<file path="src/rtl/ro_window_ctrl.sv">
// Measurement-window controller for the RO PUF array: clears the edge counters,
// gates per-channel count enables for a latched window length, then settles and reports.
module ro_window_ctrl #(
   parameter int N_CH       = 8,
   parameter int WIN_W      = 24,
   parameter int SETTLE_CYC = 4
) (
   input  logic              clk,
   input  logic              rst_n,
   input  logic              start,
   input  logic              abort,
   input  logic [WIN_W-1:0]  win_len,
   input  logic [N_CH-1:0]   ch_mask,
   output logic [N_CH-1:0]   ce_out,
   output logic              cnt_clr,
   output logic              busy,
   output logic              done,
   output logic              aborted,
   output logic [WIN_W-1:0]  elapsed
);

   localparam int SC_W = (SETTLE_CYC > 1) ? $clog2(SETTLE_CYC) : 1;
   localparam logic [SC_W-1:0] SC_LAST = SC_W'(SETTLE_CYC - 1);

   typedef enum logic [2:0] {IDLE, CLEAR, RUN, SETTLE, DONE} state_t;

   state_t            state, state_nxt;
   logic [WIN_W-1:0]  len_q, len_nxt;
   logic [N_CH-1:0]   mask_q, mask_nxt;
   logic [WIN_W-1:0]  elapsed_nxt;
   logic              aborted_nxt;
   logic [SC_W-1:0]   scnt, scnt_nxt;
   logic [N_CH-1:0]   ce_nxt;
   logic              clr_nxt, busy_nxt, done_nxt;
   logic              accept;

   assign accept = start & ~abort;

   always_ff @(posedge clk or negedge rst_n) begin
      if (!rst_n) begin
         state   <= IDLE;
         len_q   <= '0;
         mask_q  <= '0;
         scnt    <= '0;
         ce_out  <= '0;
         cnt_clr <= 1'b0;
         busy    <= 1'b0;
         done    <= 1'b0;
         aborted <= 1'b0;
         elapsed <= '0;
      end else begin
         state   <= state_nxt;
         len_q   <= len_nxt;
         mask_q  <= mask_nxt;
         scnt    <= scnt_nxt;
         ce_out  <= ce_nxt;
         cnt_clr <= clr_nxt;
         busy    <= busy_nxt;
         done    <= done_nxt;
         aborted <= aborted_nxt;
         elapsed <= elapsed_nxt;
      end
   end

   // Outputs are registered, so they are derived from the next state rather than the current one.
   always_comb begin
      state_nxt   = state;
      len_nxt     = len_q;
      mask_nxt    = mask_q;
      elapsed_nxt = elapsed;
      aborted_nxt = aborted;
      scnt_nxt    = '0;

      case (state)
         IDLE, DONE: begin
            if (accept) begin
               state_nxt   = CLEAR;
               len_nxt     = win_len;
               mask_nxt    = ch_mask;
               aborted_nxt = 1'b0;
               elapsed_nxt = '0;
            end else begin
               state_nxt = IDLE;
            end
         end
         CLEAR: begin
            if (abort) begin
               state_nxt   = SETTLE;
               aborted_nxt = 1'b1;
            end else if (len_q != '0) begin
               state_nxt = RUN;
            end else begin
               state_nxt = SETTLE;
            end
         end
         RUN: begin
            // elapsed doubles as the run counter; it never exceeds len_q, so no wrap
            elapsed_nxt = elapsed + 1'b1;
            if (abort) begin
               state_nxt   = SETTLE;
               aborted_nxt = 1'b1;
            end else if (elapsed_nxt == len_q) begin
               state_nxt = SETTLE;
            end
         end
         SETTLE: begin
            if (scnt == SC_LAST) state_nxt = DONE;
            else                 scnt_nxt  = scnt + 1'b1;
         end
         default: state_nxt = IDLE;
      endcase

      ce_nxt   = (state_nxt == RUN) ? mask_nxt : '0;
      clr_nxt  = (state_nxt == CLEAR);
      busy_nxt = (state_nxt == CLEAR) || (state_nxt == RUN) || (state_nxt == SETTLE);
      done_nxt = (state_nxt == DONE);
   end

endmodule
</file>
<file path="config.mk">
export PLATFORM = sky130hd
export DESIGN_NAME = ro_window_ctrl
export DESIGN_NICKNAME = d
export VERILOG_FILES = /design/src/rtl/ro_window_ctrl.sv
export SDC_FILE = /design/constraint.sdc
export NUM_CORES = 1
export LEC_CHECK = 0
export ABC_AREA = 1
export CAP_MARGIN = 25
export CELL_PAD_IN_SITES_DETAIL_PLACEMENT = 0
export CELL_PAD_IN_SITES_GLOBAL_PLACEMENT = 1
export CORE_MARGIN = 2
export CORE_UTILIZATION = 26
export CTS_CLUSTER_DIAMETER = 40
export DETAILED_ROUTE_END_ITERATION = 16
export PLACE_DENSITY = 0.7
export REMOVE_ABC_BUFFERS = 1
export SLEW_MARGIN = 20
export SYNTH_ARGS = -nofsm -noshare
export SYNTH_HDL_FRONTEND = slang
export SYNTH_SLANG_ARGS = --single-unit
</file>
<file path="constraint.sdc">
create_clock -name clk -period 3.79 [get_ports clk]
set_clock_uncertainty 0.2 [all_clocks]
set_input_delay 0.379 -clock clk [delete_from_list [all_inputs] [get_ports clk]]
set_output_delay 0.379 -clock clk [all_outputs]
set_load 0.01 [all_outputs]
</file>
* After elaboration in Yosys (flattened, before gate mapping) *
Cells that the tools add are included.

cells by class
  mux-type cells = 17
  bitwise gates (word level) = 2
  add/subtract/negate cells = 2
  reduce and logical (&&, ||, !) cells = 11
  eq/ne operators = 12

operators by type and width
  operator               number
  $pmux 24 s2            1
  $add 24x1->24 const B  1
  $eq 24x24->1           1
  $mux 24                1
  $mux 8                 3
  $reduce_bool 24->1     1
  $eq 3x2->1 const B     4
  $pmux 3 s4             1
  $mux 3                 3
  $eq 3x1->1 const B     2
  $eq 3x3->1 const B     2
  $mux 1                 5
  $mux 2                 2
  $reduce_and 2->1       2
  $reduce_bool 2->1      2
  $reduce_or 2->1        2
  $logic_not 3->1        1
  $reduce_and 3->1       1
  $add 2x1->2 const B    1
  $eq 2x2->1 const B     1
  $logic_or 1x1->1       2
  $ne 2x1->1 const B     1
  $ne 2x2->1 const B     1
  $pmux 1 s2             1
  other kinds (2)        2

storage, ports and cells
  word-level logic and storage cells = 54
  output and inout bits = 36
  register bits = 73
  input bits = 36

* Logic depth before layout (Yosys ltp) *
Gate-level depths: netlist of run 1.

  depth after elaboration = 8
  mapped depth = 18
  gate-level depth less buffers = 18

* Worst setup path before layout of run 1 *
No wires, ideal clock.

  path kind = reg-to-reg
  start point = register elapsed[0]
  end point = register ce_out[0]
  data required time = 3.464 ns
  arrival = 1.960 ns
  buffers on the path = 0
  slack = 1.503 ns
  setup time = 0.126 ns
  cell stages (with the launch flop) = 16
  clock period less this slack = 2.287 ns
  cells stage by stage = dfrtp_1 ha_1 nand2_2 nor2_4 nand3_4 nor2_4 xor2_2 nand2_1 nand2_1 nand2_1 nor2_1 nand2_1 nand2_1 nand2_2 nand3_4 nor2_2

on the way
  cells in the longest elaborated chain, start to end = 7

RTL lines
  element                 line  RTL
  from (decl)             19    output logic [WIN_W-1:0] elapsed
  from (signal assigned)  61    elapsed <= elapsed_nxt;
  $add 24x1->24           98    elapsed_nxt = elapsed + 1'b1;
  $eq 24x24->1            102   end else if (elapsed_nxt == len_q) begin
  $mux 3                  102
  $mux 3                  99    if (abort) begin
  $pmux 3 s4              74    case (state)
  $eq 3x2->1              113   ce_nxt = (state_nxt == RUN) ? mask_nxt : '0;
  $mux 8                  113
  named net ce_nxt[0]     33    logic [N_CH-1:0] ce_nxt;
  to (signal assigned)    56    ce_out <= ce_nxt;
  to (decl)               14    output logic [N_CH-1:0] ce_out,

The timed path passes the listed nets, and every way through them passes these cells.
A chain may end at the register's enable or synchronous reset.

* Worst setup path after layout of run 1 *
  start point = register elapsed[0]
  end point = register ce_out[2]

The elaborated chain is that of the path after synthesis.

==> results.cfg, run 1 <==
[critical_path]
start_kind = register
cp-end-kind = register
startpoint = elapsed[0]
rrSetupSlack_ns = 0.98
path_cells = ha_1 > nand2_2 > nor2_4 > nand2_1 > nor2_1 > nand3_1 > nand2_1 > nand3_1 > nand2_1 > nand3_1 > nor2_1 > nand2_1 > nand2_1 > nand2_2 > nand3_4 > nor2_2
crit_slowest_cell = dfrtp_1
crit_arrival_ns = 2.82
reg2reg_from = elapsed[0]
required_ns = 3.80
worstSetupPathType = register to register
worst_path_largest_cell_delay_ns = 0.50
r2r_cells = 16
path_max_fanout = 8
r2r_end = ce_out[2]
path_delay_family = simple AND/OR/NAND/NOR gates
path_common_cell = nand2_1
path_buf_inv = 0

[place]
gp_congestion = 0.820
dp_hpwl_um = 8160
place_inst = 776
io_buffers = 71

[drt]
postRouteAntennaNets = 0
drc = 0
drt_iter0_markers = 190
wirelength_um = 11200
vias_per_cell = 4.52
firstDrtPassIters = 5
routedWlPerCell_um = 14.1
via_count = 3583

[sta]
period_share_pct = 74.0
setup_tns_ns = 0
worst_pin_slew_ns = 0.864
max_freq_ghz = 0.356
slew_violations = 0
period_needed_ns = 2.81
setup_viol = 0
hold_violations = 0
slew_headroom_pct = 42.3
rsz0062_at_grt = false

[synthesis]
synthXorXnorAreaFrac_pct = 2.68
yosysWarnings = 0
synth_top_family_by_area = simple AND/OR/NAND/NOR gates
synth-simple-area-share_pct = 35.3
yosysUniqueCellTypes = 30
synth_mux_area_share_pct = 0
synth_cells = 525
synth_area_mm2 = 0.00397
synth_area_per_cell_um2 = 7.55
synth-compound-area-share_pct = 7.51
synthAdderAreaFrac_pct = 0.631
yosysSeqAreaShare_pct = 46.1
synth_seq_cells = 73

[floorplan]
die_area_mm2 = 0.0163
fp.dieH_um = 128
core_area_mm2 = 0.0150
num_rows = 45
pin_count = 72
floorplan.initialDensity_pct = 26.4
die_w_um = 128

[hold_path]
worstHoldStart = scnt[0]
whs_endpoint = scnt[0]
min_path_cells = 1
hold_path.class = register to register

[clock_tree]
cts_tree = yes
clk_latency_ns = 0.33
holdBufCountCts = 0
postCtsSetupRepairBufs = 0
cts_resized = 0
cts_made_buffers = 9
root_buffer = clkbuf_16
cts_num_sinks = 73
htreeDepth = 3
clk_pin_slew_worst_paths_ns = 0.06
cts_max_path_buffers = 2

[grt]
antenna_found_initial = 0
grt_max_degree = 74
grt_remaining_overflow = 0
grt_pass1_vias = 3632
grt.total_usage_pct = 14.2
grt_pass1_wl_um = 18100

[finish]
antenna_cells = 0
nets = 639
syn_to_final_growth_pct = 31.5
layout_common_cells = nand2_1, dfrtp_1, clkdlybuf4s50_1
nFillCells = 1580
instances_no_fill = 793
drive_gt1_share_pct = 8.76
final_common_cell = nand2_1

[status]
outcome = complete, no violations

[pwr]
p_per_area_mw_per_mm2 = 674
leakagePower_nw = 2.34
irDropWorstVdd_v = 0.000313

[run]
cap_violations = 0
cell families (layout without fill, tap and decap cells):
| family | after synthesis | after routing |
|---|---|---|
| fa+ha+maj | 2 | 2 |
| buf+inv | 82 | 162 |
| simple gates | 304 | 304 |
| flops | 73 | 73 |
| xor+xnor | 8 | 8 |
| compound gates | 56 | 56 |
how the worst max path moves through the flow:
stage	to	slack [ns]	cells after the start
final	ce_out[2]	0.98	16
after floorplan	ce_out[0]	1.31	7
after global routing	ce_out[2]	0.66	16
after global placement	ce_out[4]	0.93	16
after detailed placement	ce_out[2]	0.93	16
after CTS	ce_out[2]	0.90	16
synth_stat cells (all sizes together):
master / number / share of area, %
xnor2: 1 / 0.22
o21ai: 41 / 5.2
a21oi: 1 / 0.13
xnor3: 1 / 0.57
clkinv: 1 / 0.095
clkbuf: 9 / 0.85
ha: 2 / 0.63
o22ai: 14 / 2.2
buf: 1 / 0.13
nor4: 3 / 0.47
dfrtp: 73 / 46
nand3: 58 / 8.1
nand4: 6 / 0.95
nand2: 165 / 16
inv: 71 / 6.7
xor2: 5 / 1.3
xor3: 1 / 0.60
nor3: 6 / 0.76
or2: 8 / 1.3
nor2: 58 / 7.7
stage by stage:
step / instance area [µm²] / total power, mW / worst slack (ns) / hold slack (ns) / util (%)
after floorplan: 3930 / 2.11 / 1.31 / -0.117 / -
after global placement: 4890 / 2.64 / 0.930 / 0.228 / 32.5
after detailed placement: 4890 / 2.66 / 0.928 / 0.247 / 32.5
after CTS: 5180 / 3.55 / 0.902 / 0.0448 / 34.5
after global routing: 5210 / 3.78 / 0.660 / 0.277 / 34.7
final: 5210 / 3.52 / 0.984 / 0.250 / 34.7
state kept, by name (all words and copies together), names as in the netlist:
register and count:
aborted 1, cnt_clr 1, scnt 2, busy 1, ce_out 8, elapsed 24, len_q 24, done 1
mask_q 8, state 3
per-layer routing:
layer / vias to the layer above / global-route usage (%) / share of wire [%]
li1: 1827 / - / -
met5: - / 0 / 0
met3: 15 / 2.72 / 4.6
met4: 0 / 6.01 / 1.8
met2: 78 / 21.9 / 46
met1: 1663 / 19.6 / 48
area by class of cell:
type | count | area [µm²] | share of cell area, %
multi-input combinational | 370 | 1830 | 35.1
inverter | 72 | 270 | 5.18
tap | 188 | 235 | 4.51
clock inverter | 2 | 37.5 | 0.720
timing repair buffer | 75 | 753 | 14.4
clock buffer | 13 | 260 | 4.99
sequential | 73 | 1830 | 35.0
power breakdown:
group	internal [mW]	total, mW	switching, mW	leakage [nW]
registers	1.06	1.28	0.215	0.926
clock network	0.543	0.866	0.323	0.142
logic	0.561	1.37	0.810	1.27
worst reg2reg max path, delay by kind of cell (launching register included):
kind,cells,cell delay [ns]
and+or+nand+nor,15,1.73
DFF,1,0.50
adders and majority gates,1,0.26
Power figures use the tool's default switching activity.
==> run 2, diff against run 1 <==
--- a/config.mk
+++ b/config.mk
@@ -13,7 +13,7 @@
 export CORE_UTILIZATION = 26
 export CTS_CLUSTER_DIAMETER = 40
 export DETAILED_ROUTE_END_ITERATION = 16
-export PLACE_DENSITY = 0.7
+export PLACE_DENSITY = 0.72
 export REMOVE_ABC_BUFFERS = 1
 export SLEW_MARGIN = 20
 export SYNTH_ARGS = -nofsm -noshare
==> constraint.sdc (replaced) <==
create_clock -name clk -period 2.3 [get_ports clk]
set_clock_uncertainty 0.2 [all_clocks]
set_input_delay 0.23 -clock clk [delete_from_list [all_inputs] [get_ports clk]]
set_output_delay 0.23 -clock clk [all_outputs]
set_load 0.01 [all_outputs]
==> results.cfg, run 2 (same netlist as run 1, synthesis figures left out) <==
[drt]
drt_iter0_markers = 212
postRouteAntennaNets = 0
met1_length_um = 5420
wl_met3_um = 675
via_count = 3973
maxUsedRoutingLayer = met4
drc = 0
routedWlPerCell_um = 14.3
firstDrtPassIters = 4
wirelength_um = 12400
vias_per_cell = 4.57
wl_met2_um = 6030

[finish]
layout_common_cells = nand2_1, buf_4, clkdlybuf4s50_1
final_util_pct = 39.2
final_common_cell = nand2_1
nFillCells = 1517
top_regs = elapsed: 24 flops, len_q: 24 flops
nets = 715
drive_gt1_share_pct = 22.6
antenna_cells = 0
syn_to_final_growth_pct = 48.4
stdcell_area_mm2 = 0.00589
multi_input_area_mm2 = 0.00190
register_area_mm2 = 0.00183

[status]
violations = negative setup slack
outcome = finished, violations left

[place]
dp_hpwl_um = 9260
place_area_mm2 = 0.00535
gp_congestion = 0.880
place_ws_ns = -0.159
io_buffers = 71

[run]
cap_violations = 0

[grt]
grt.total_usage_pct = 16.1
grt_pass1_vias = 4043
antenna_found_initial = 0
grt_remaining_overflow = 0
grt_max_degree = 34
grt_pass1_wl_um = 20200

[sta]
period_share_pct = 106
setup_slack_ns = -0.142
whs_ns = 0.167
slew_violations = 0
hold_violations = 0
rsz0062_at_grt = true
worst_pin_slew_ns = 0.669
setup_viol = 10
max_freq_ghz = 0.409
slew_headroom_pct = 55.0
period_needed_ns = 2.44
setup_tns_ns = -1.23

[clock_tree]
cts_num_sinks = 73
cts_made_buffers = 9
clk_pin_slew_worst_paths_ns = 0.06
cts_tree = yes
root_buffer = clkbuf_16
htreeDepth = 3
clk_latency_ns = 0.35
cts_max_path_buffers = 2

[critical_path]
cp-end-kind = register
worstSetupPathType = register to register
required_ns = 2.33
start_kind = register
r2r_end = ce_out[2]
r2r_cells = 17
crit_slowest_cell = dfrtp_2
path_common_cell = nand2_1
crit_arrival_ns = 2.47
worst_path_largest_cell_delay_ns = 0.41
reg2reg_from = elapsed[0]
path_cells = ha_4 > nand2_4 > nor2_4 > buf_4 > nand2_1 > nand3_1 > nand2_1 > nor2_1 > nand3_1 > nor2_1 > nand2_1 > nor2_1 > nand2_1 > nand2_1 > nand2_2 > nand3_4 > nor2_2
path_max_fanout = 8
rrSetupSlack_ns = -0.14

[floorplan]
num_rows = 45
pin_count = 72
core_area_mm2 = 0.0150
die_area_mm2 = 0.0163
floorplan.initialDensity_pct = 26.4
fp.dieH_um = 128
die_w_um = 128

[pwr]
p_per_area_mw_per_mm2 = 1060
irDropWorstVdd_v = 0.000501
leakagePower_nw = 2.74

[hold_path]
hold_path.class = input port to async pin
## run 2: cell types whose count changed in the layout (fill, tap and decap cells not counted), moves of 3 or more
| cell | before | now |
|---|---|---|
| buf_4 | 3 | 75 |
| buf_6 | 0 | 4 |
| clkinv_2 | 0 | 3 |
| dfrtp_1 | 73 | 68 |
| dfrtp_2 | 0 | 5 |
| nand2_1 | 159 | 153 |
| nand2_2 | 5 | 10 |
| nand3_1 | 55 | 52 |
| nand3_2 | 1 | 4 |
| nor2_1 | 42 | 38 |
## run 2: repair_timing
item | in CTS | in global routing
pin swaps | 5 | 16
resized for setup | 6 | 25
hold endpoints to repair | 31 | 0
gates cloned | 0 | 0
setup endpoints to repair | 10 | 10
hold buffers | 1 | 0
setup buffers | 9 | 8
## run 2: worst max-delay path, delay by kind of cell, from the launching register on
kind | cells | cell delay [ns]
fa+ha+maj | 1 | 0.17
buf+inv | 1 | 0.16
flops | 1 | 0.41
simple gates | 15 | 1.39
## run 2: layout make-up
| type | count | share of cell area [%] |
|---|---|---|
| multi-input cells | 370 | 32.3 |
| flip-flops and latches | 73 | 31.1 |
| repair buffers | 151 | 22.7 |
| inverters | 72 | 4.59 |
| clock buffers | 11 | 4.29 |
| well taps | 188 | 4.00 |
| clock inverters | 5 | 0.914 |
## run 2: report_power, final
part	switching (mW)	total, mW	internal [mW]	leakage [nW]
Sequential	0.347	2.10	1.76	0.919
Clock	0.563	1.46	0.895	0.155
Combinational	1.48	2.67	1.19	1.67
Total	2.39	6.23	3.84	2.74
## run 2: worst max-delay path by stage
| stage | start | endpoint | slack [ns] | cells past startpoint |
|---|---|---|---|---|
| final | elapsed[0] | ce_out[2] | -0.14 | 17 |
| after global routing | elapsed[0] | ce_out[2] | -0.32 | 16 |
| after CTS | elapsed[0] | ce_out[5] | -0.09 | 18 |
| after detailed placement | elapsed[6] | ce_out[4] | -0.16 | 17 |
| after global placement | elapsed[6] | ce_out[3] | -0.12 | 17 |
| after floorplan | state[0] | ce_out[0] | -0.18 | 7 |
## run 2: layer usage
metal / up-vias / GRT usage [%]
li1: 1978 / -
met1: 1890 / 19.8
met2: 88 / 27.1
met3: 17 / 3.52
met4: 0 / 6.98
met5: - / 0
## run 2: stage by stage
| step | power, mW | instances |
|---|---|---|
| after global routing | 6.68 | 870 |
| after detailed placement | 4.66 | 836 |
| after CTS | 6.23 | 862 |
| final | 6.23 | 870 |
| after floorplan | 3.48 | 515 |
| after global placement | 4.60 | 836 |
